## config.mk

```make
export PLATFORM = sky130hd
export DESIGN_NAME = prog_loader
export DESIGN_NICKNAME = d
export VERILOG_FILES = /design/src/rtl/prog_loader_pkg.sv /design/src/rtl/prog_loader_cksum.sv /design/src/rtl/prog_loader.sv
export SDC_FILE = /design/constraint.sdc
export NUM_CORES = 1
export LEC_CHECK = 0
export ABC_AREA = 1
export ABC_CLOCK_PERIOD_IN_PS = 2300
export BUFFER_PORTS_ARGS = -buffer_cell sky130_fd_sc_hd__buf_2
export CAP_MARGIN = 15
export CORE_MARGIN = 1.5
export CORE_UTILIZATION = 25
export DETAILED_ROUTE_END_ITERATION = 8
export HOLD_SLACK_MARGIN = 0.03
export PLACE_DENSITY_LB_ADDON = 0.25
export RECOVER_POWER = 50
export SKIP_LAST_GASP = 1
export SLEW_MARGIN = 0
export SYNTH_ARGS = -nofsm -noshare
export SYNTH_HDL_FRONTEND = slang
export SYNTH_SLANG_ARGS = --single-unit
export TNS_END_PERCENT = 1
```

## constraint.sdc

```tcl
create_clock -name clk -period 2.3 [get_ports clk]
set_input_delay 0.69 -clock clk [delete_from_list [all_inputs] [get_ports clk]]
set_output_delay 0.69 -clock clk [all_outputs]
set_load 0.005 [all_outputs]
```

## src/rtl/prog_loader_pkg.sv

```systemverilog
// Shared types and constants for the program-memory loader.
// The checksum state exists only when PROG_LOADER_CHECKSUM_EN is defined.
package prog_loader_pkg;

    localparam int         INSTR_W        = 17;
    localparam int         BYTES_PER_WORD = 3;
    localparam logic [7:0] CKSUM_SEED     = 8'h00;

    typedef enum logic [2:0] {
        S_IDLE,
        S_B0,
        S_B1,
        S_B2,
        S_WRITE,
`ifdef PROG_LOADER_CHECKSUM_EN
        S_CKSUM,
`endif
        S_DONE
    } state_e;

endpackage

```

## src/rtl/prog_loader_cksum.sv

```systemverilog
// Running XOR over the payload bytes.
// match compares the accumulated value against the byte currently on din.
module prog_loader_cksum
    import prog_loader_pkg::*;
(
    input  logic       clk,
    input  logic       rst,
    input  logic       clr,
    input  logic       en,
    input  logic [7:0] din,
    output logic       match
);

    logic [7:0] acc_q;
    logic [7:0] acc_d;

    always_comb begin
        acc_d = acc_q;
        if (clr) begin
            acc_d = CKSUM_SEED;
        end else if (en) begin
            acc_d = acc_q ^ din;
        end
    end

    always_ff @(posedge clk or negedge rst) begin
        if (!rst) begin
            acc_q <= CKSUM_SEED;
        end else begin
            acc_q <= acc_d;
        end
    end

    assign match = (acc_q == din);

endmodule

```

## src/rtl/prog_loader.sv

```systemverilog
// Byte-stream program loader: packs 3 bytes per 17-bit word and writes program memory,
// holding the datapath in reset until a good load. Optional checksum: PROG_LOADER_CHECKSUM_EN.
module prog_loader #(
    parameter int ADDR_W  = 8,
    parameter int INSTR_W = prog_loader_pkg::INSTR_W
) (
    input  logic               clk,
    input  logic               rst,
    input  logic               start,
    input  logic [ADDR_W:0]    num_words,
    input  logic               byte_valid,
    input  logic [7:0]         byte_data,
    output logic               byte_ready,
    output logic               pm_we,
    output logic [ADDR_W-1:0]  pm_addr,
    output logic [INSTR_W-1:0] pm_wdata,
    output logic               cpu_rst_n,
    output logic               busy,
    output logic               done,
    output logic               err
);

    import prog_loader_pkg::*;

    // The low bytes of a word are staged; the final byte's bit 0 goes straight into pm_wdata.
    localparam int LOW_W = (BYTES_PER_WORD - 1) * 8;

    state_e              state_q, state_d;
    logic [ADDR_W:0]     words_left_q, words_left_d;
    logic [ADDR_W-1:0]   addr_q, addr_d;
    logic [LOW_W-1:0]    word_q, word_d;
    logic [ADDR_W-1:0]   pm_addr_q, pm_addr_d;
    logic [INSTR_W-1:0]  pm_wdata_q, pm_wdata_d;
    logic                byte_acc;

`ifdef PROG_LOADER_CHECKSUM_EN
    logic err_q, err_d;
    logic cks_clr, cks_en, cks_match;

    prog_loader_cksum u_cksum (
        .clk   (clk),
        .rst   (rst),
        .clr   (cks_clr),
        .en    (cks_en),
        .din   (byte_data),
        .match (cks_match)
    );
`endif

    assign byte_acc = byte_valid && byte_ready;

    always_comb begin
        state_d      = state_q;
        words_left_d = words_left_q;
        addr_d       = addr_q;
        word_d       = word_q;
        pm_addr_d    = pm_addr_q;
        pm_wdata_d   = pm_wdata_q;
`ifdef PROG_LOADER_CHECKSUM_EN
        err_d        = err_q;
        cks_clr      = 1'b0;
        cks_en       = 1'b0;
`endif
        case (state_q)
            S_IDLE, S_DONE: begin
                if (start) begin
`ifdef PROG_LOADER_CHECKSUM_EN
                    err_d   = 1'b0;
                    cks_clr = 1'b1;
`endif
                    if (num_words == '0) begin
`ifdef PROG_LOADER_CHECKSUM_EN
                        state_d = S_CKSUM;
`else
                        state_d = S_DONE;
`endif
                    end else begin
                        words_left_d = num_words;
                        addr_d       = '0;
                        state_d      = S_B0;
                    end
                end
            end
            S_B0: begin
                if (byte_acc) begin
                    word_d[7:0] = byte_data;
                    state_d     = S_B1;
                end
            end
            S_B1: begin
                if (byte_acc) begin
                    word_d[15:8] = byte_data;
                    state_d      = S_B2;
                end
            end
            S_B2: begin
                if (byte_acc) begin
                    pm_addr_d  = addr_q;
                    pm_wdata_d = {byte_data[0], word_q};
                    state_d    = S_WRITE;
                end
            end
            S_WRITE: begin
                addr_d       = addr_q + ADDR_W'(1);
                words_left_d = words_left_q - (ADDR_W + 1)'(1);
                if (words_left_q == (ADDR_W + 1)'(1)) begin
`ifdef PROG_LOADER_CHECKSUM_EN
                    state_d = S_CKSUM;
`else
                    state_d = S_DONE;
`endif
                end else begin
                    state_d = S_B0;
                end
            end
`ifdef PROG_LOADER_CHECKSUM_EN
            S_CKSUM: begin
                if (byte_acc) begin
                    err_d   = !cks_match;
                    state_d = S_DONE;
                end
            end
`endif
            default: state_d = S_IDLE;
        endcase
`ifdef PROG_LOADER_CHECKSUM_EN
        // Every payload byte, including the ignored high bits of the third, feeds the checksum.
        cks_en = byte_acc && (state_q == S_B0 || state_q == S_B1 || state_q == S_B2);
`endif
    end

    always_ff @(posedge clk or negedge rst) begin
        if (!rst) begin
            state_q      <= S_IDLE;
            words_left_q <= '0;
            addr_q       <= '0;
            word_q       <= '0;
            pm_addr_q    <= '0;
            pm_wdata_q   <= '0;
        end else begin
            state_q      <= state_d;
            words_left_q <= words_left_d;
            addr_q       <= addr_d;
            word_q       <= word_d;
            pm_addr_q    <= pm_addr_d;
            pm_wdata_q   <= pm_wdata_d;
        end
    end

`ifdef PROG_LOADER_CHECKSUM_EN
    always_ff @(posedge clk or negedge rst) begin
        if (!rst) begin
            err_q <= 1'b0;
        end else begin
            err_q <= err_d;
        end
    end
    assign err = err_q;
    assign byte_ready = (state_q == S_B0) || (state_q == S_B1) || (state_q == S_B2) ||
                        (state_q == S_CKSUM);
`else
    assign err = 1'b0;
    assign byte_ready = (state_q == S_B0) || (state_q == S_B1) || (state_q == S_B2);
`endif

    assign pm_we     = (state_q == S_WRITE);
    assign pm_addr   = pm_addr_q;
    assign pm_wdata  = pm_wdata_q;
    assign busy      = (state_q != S_IDLE) && (state_q != S_DONE);
    assign done      = (state_q == S_DONE);
    assign cpu_rst_n = (state_q == S_DONE) && !err;

endmodule

```

# --- After elaboration in Yosys (flattened, before gate mapping) ---
# Cells that the tools add are included.
classes:
  n_addsub: 2
  eq_ne: 12
  mux: 13
  n_reduce_logical: 14
op_table:
  columns: ["operator", "n"]
  rows:
  - ["3-bit two-way mux", 6]
  - ["9-bit two-way mux", 2]
  - ["9-bit one-hot mux with 2 select lines", 1]
  - ["8-bit two-way mux", 2]
  - ["8-bit one-hot mux with 2 select lines", 1]
  - ["3-bit one-hot mux with 5 select lines", 1]
  - ["2-bit inequality test, second input constant", 5]
  - ["9-bit by 1-bit == test with 1-bit output, second input constant", 1]
  - ["9-bit zero test", 1]
  - ["9-bit by 1-bit subtractor with 9-bit output, second input constant", 1]
  - ["8-bit by 1-bit adder with 8-bit output, second input constant", 1]
  - ["3-bit by 2-bit == test with 1-bit output, second input constant", 2]
  - ["3-bit == test, second input constant", 2]
  - ["2-bit AND reduction", 3]
  - ["4-bit AND reduction", 1]
  - ["3-bit by 1-bit == test with 1-bit output, second input constant", 1]
  - ["3-bit zero test", 1]
  - ["3-bit inequality test, second input constant", 1]
  - ["3-bit AND reduction", 1]
  - ["3-bit nonzero test", 1]
  - ["1-bit logical AND", 2]
  - ["1-bit logical OR", 2]
  - ["2-bit nonzero test", 1]
  - ["2-bit OR reduction", 1]
word_totals:
  ff_bits: 61
  out_inout_bits: 31
  word_cells: 48

# --- Logic depth before layout (Yosys ltp) ---
depth:
  word_depth: 6
  depth_mapped: 10
  depth_no_buf: 9

# --- Worst setup path before layout ---
# Ideal clock, no wire load.
synth_timing:
  path_type: "reg2out"
  from: "register state_q[0]"
  to: "output pm_we"
  arrival_time_ns: 1.007
  path_slack_ns: 0.603
  path_stages_with_launch: 5
  n_path_buf: 1
  path_cell_list: "dfrtp_1 > inv_1 > nand2_1 > nor2_2 > buf_4"
synth_between:
  elab_chain_len: 1
synth_rtl:
  columns: ["item", "line_no", "source"]
  rows:
  - ["start, declared", "prog_loader.sv:28", "state_e state_q, state_d;"]
  - ["start signal, assigned", "prog_loader.sv:141", "state_q <= state_d;"]
  - ["3-bit == test", "prog_loader.sv:166", "assign pm_we = (state_q == S_WRITE);"]
  - ["end, declared", "prog_loader.sv:14", "output logic pm_we,"]
# Every way passes these cells.

# --- Worst setup path in the final report ---
layout_timing:
  from: "register state_q[1]"
  to: "output busy"
layout_between:
  elab_chain_len: 2
layout_rtl:
  columns: ["item", "line_no", "source"]
  rows:
  - ["3-bit inequality test or 3-bit nonzero test (tied branches)", "prog_loader.sv:169", "assign busy = (state_q != S_IDLE) && (state_q != S_DONE);"]
  - ["1-bit logical AND *", "prog_loader.sv:169", null]
  - ["end, declared", "prog_loader.sv:18", "output logic busy,"]
# Every way passes the cells marked *; elsewhere a longest branch is shown, timed or not.

==> metrics.md <==
| Metric | Value |
|---|---|
| Status | finished with violations |
| Failing checks | max-capacitance violations, max-slew violations |
| Worst hold-check path type | flop to flop |
| Initial Utilization | 0.260 |
| Top-area cell type share of the netlist area | 0.505 |
| Final min period | 2.04 ns |
| Worst-path clk slew | 0.05 ns |
| CTS tree | built |
| Post-synth EDFFs | 0 |
| Slowest-stage cell, CP | dfrtp_1 |
| Fillers | 1233 |
| Placed cell area | 0.00341 mm2 |
| Placed Instances | approximately 520 |
| Worst slack, placed | 0.442 ns |
| Antenna violations before repair | 0 |
| Mapped Avg Cell Area | 9.07 um2 |
| Post-synth top area cell | dfrtp_1 |
| Syn nets | 357 |
| Initial drt markers | 121 |
| Crit path capture type | primary output |
| CP max stage delay | 0.44 ns |
| Final antenna-violating net count | 0 |
| CP Cell Sequence | inv_2 -> nand3_1 -> nand2_1 -> inv_1 -> buf_2 |
| Final setup viols | 0 |
| CP required | 1.61 ns |
| Pin count of the biggest net entering global routing | 62 |
| Tot GR Track Use | 0.110 |
| WL final | between 6000 and 7000 um |
| WP buf/inv | 3 |
| CTS Buffer Depth | 2 |
| Worst-margin pin slew | 1.55 ns |
| Slew headroom | -0.0345 |
| Post-CTS resize count | 0 |
| Core Box Area | 0.0116 mm2 |
| Clk_lat worst skew | 0.33 ns |
| Fraction of layout cells with a size suffix above 1 | 0.268 |
| Final cycle utilization of the critical path | 0.886 |
| LEAKAGE | 1.93 nW |
| Worst setup margin | between 0.2 and 0.3 ns |
| Residual DRC | 0 |
| Area occupied by multi-input gates | between 0.001 and 0.0015 mm2 |
| Synthesized cell area | 0.00302 mm2 |
| Clock root buffer | clkbuf_16 |
| HPWL Detailed | 4500 um |
| Worst path arrival time | about 1.4 ns |
| Design area | 0.00370 mm2 |
| Ys async rst share | 1.00 |
| # Max-Cap Violations | 1 |
| Depth of the CTS H-tree | 3 |
| CP startpoint kind | flop |
| Non-filler cells, final | 535 |
| Max-slew violations | 62 |
| Crit path max fanout | 7 |
| Port-buffer cells | 50 |
| Vias in the first global route | 2287 |
| Post-Synthesis Cells | about 330 |
| Max frequency | 491 MHz |
| Register area | around 0.0015 mm2 |
| Setup TNS | 0 ns |
| VDD IR max | 0.441 mV |
| Final hold violation count | 0 |
| Synth warnings | 0 |
| Sink Count | just over 60 |
| Power per cell area | 1270 mW/mm2 |
| RSZ-0062 raised after global routing | no |
| Total number of vias | 2317 |
| Hold buffer count at CTS | 0 |
| Top_reg_cell synth | dfrtp_1 |
| First-pass DRT Iterations | 4 |
| Num CTS Buffers | 9 |
| Num rows | 39 |
| Worst Clk Skew | 0.00570 ns |
| Die area | 0.0127 mm2 |
| I/O pin count | 52 |
| P&R area growth vs syn | 22.5% |
| Synth Register Bits | 61 |
| Critical path type | flop to primary output |
| Die height | 113 um |
| Die X | 113 um |
| CP delay by family, top | flip-flops |
| GRT overflow | 0 |
| Area contributors post-synth | dfrtp_1 51%, nand2_1 11%, mux2_4 8.0% |
| Nets | 411 |
| Setup bufs post-CTS | 0 |
| ANT cells | 0 |
| GPL Wtd Cong | 0.830 |
| Detailed-route vias per instance | 4.33 |
| First-pass GRT wire length | 11200 um |
| Post-synthesis sequential area ratio | 0.505 |
| Avg WL per Cell | 12.0 um |
| Cell variety after synth | 30 |
-- final timing paths --
check                               end         start  slack, ns  cells after the start
max reg2reg                 pm_wdata[4]    state_q[2]       0.27                      6
min                        pm_wdata[16]  pm_wdata[16]       0.48                      2
max in group asynchronous    state_q[2]           rst       0.54                      2
min in group asynchronous   pm_wdata[1]           rst       0.84                      2
max                                busy    state_q[1]       0.26                      5
min reg2reg                pm_wdata[16]  pm_wdata[16]       0.48                      2
-- worst reg2reg max path, delay by kind of cell (launching register included) --
kind / cells / cell delay [ns]
mux: 1 / 0.43
buf+inv: 2 / 0.77
flops: 1 / 0.48
simple gates: 3 / 0.24
-- final cells by class --
cell class,count,share of cell area
flip-flops and latches,61,0.413
multi-input cells,221,0.337
repair buffers,54,0.0734
clock buffers,10,0.0646
well taps,143,0.0484
inverters,40,0.0406
clock inverters,6,0.0233
-- state kept, by name (all words and copies together) (netlist names) --
register,count
pm_wdata,17
word_q,16
words_left_q,9
addr_q,8
pm_addr,8
state_q,3
-- stage by stage --
| stage | utilization | hold WS (ns) | power [mW] |
|---|---|---|---|
| 6_report | 0.318 | 0.479 | 4.71 |
| 3_3_place_gp | 0.294 | 0.464 | 3.30 |
| 4_1_cts | 0.322 | 0.382 | 4.81 |
| 5_1_grt | 0.318 | 0.502 | 5.10 |
| 2_1_floorplan | - | 0.394 | 2.87 |
| 3_5_place_dp | 0.294 | 0.470 | 3.32 |
-- placed cells by master, fill, tap and decap left out, drive strengths merged, types with 7 or more instances in the layout --
cell type   n
inv        40
nand3      22
dfrtp      61
nor2       26
buf        51
clkbuf     13
nand2      90
nand4       7
o21ai      46
mux2       18
-- logic make-up after synthesis --
logic type      count (synthesis)  synth area share
compound gates                 51            0.0978
fa+ha+maj                       3            0.0124
buf+inv                        51            0.0804
flops                          61             0.505
mux                            18            0.0870
other cells                     1           0.00124
simple gates                  148             0.216
-- routing by layer --
| metal | part of all wire | global-route usage |
|---|---|---|
| met1 | 0.50 | 0.150 |
| met2 | 0.44 | 0.170 |
| met3 | 0.043 | 0.0273 |
| met4 | 0.014 | 0.0450 |
| met5 | 0 | 0 |
-- cell usage after synthesis (2+ instances only) --
library cell	number
mux2_4	16
nor2_1	22
ha_1	3
o21ai_0	38
buf_4	3
nor2_2	2
inv_1	37
inv_2	3
nand2_1	86
a21oi_1	3
buf_6	3
nand3_1	21
clkbuf_1	3
nand2_2	4
mux2_2	2
dfrtp_1	61
o21ai_2	7
nand4_1	7
-- report_power, final --
group          switching (mW)  leakage, nW  internal (mW)  total (mW)
clock network           0.480        0.158          0.975        1.46
logic                   0.818        0.983          0.678        1.50
registers               0.289        0.786           1.47        1.76
Note: power is estimated with default switching activity, not from simulation.
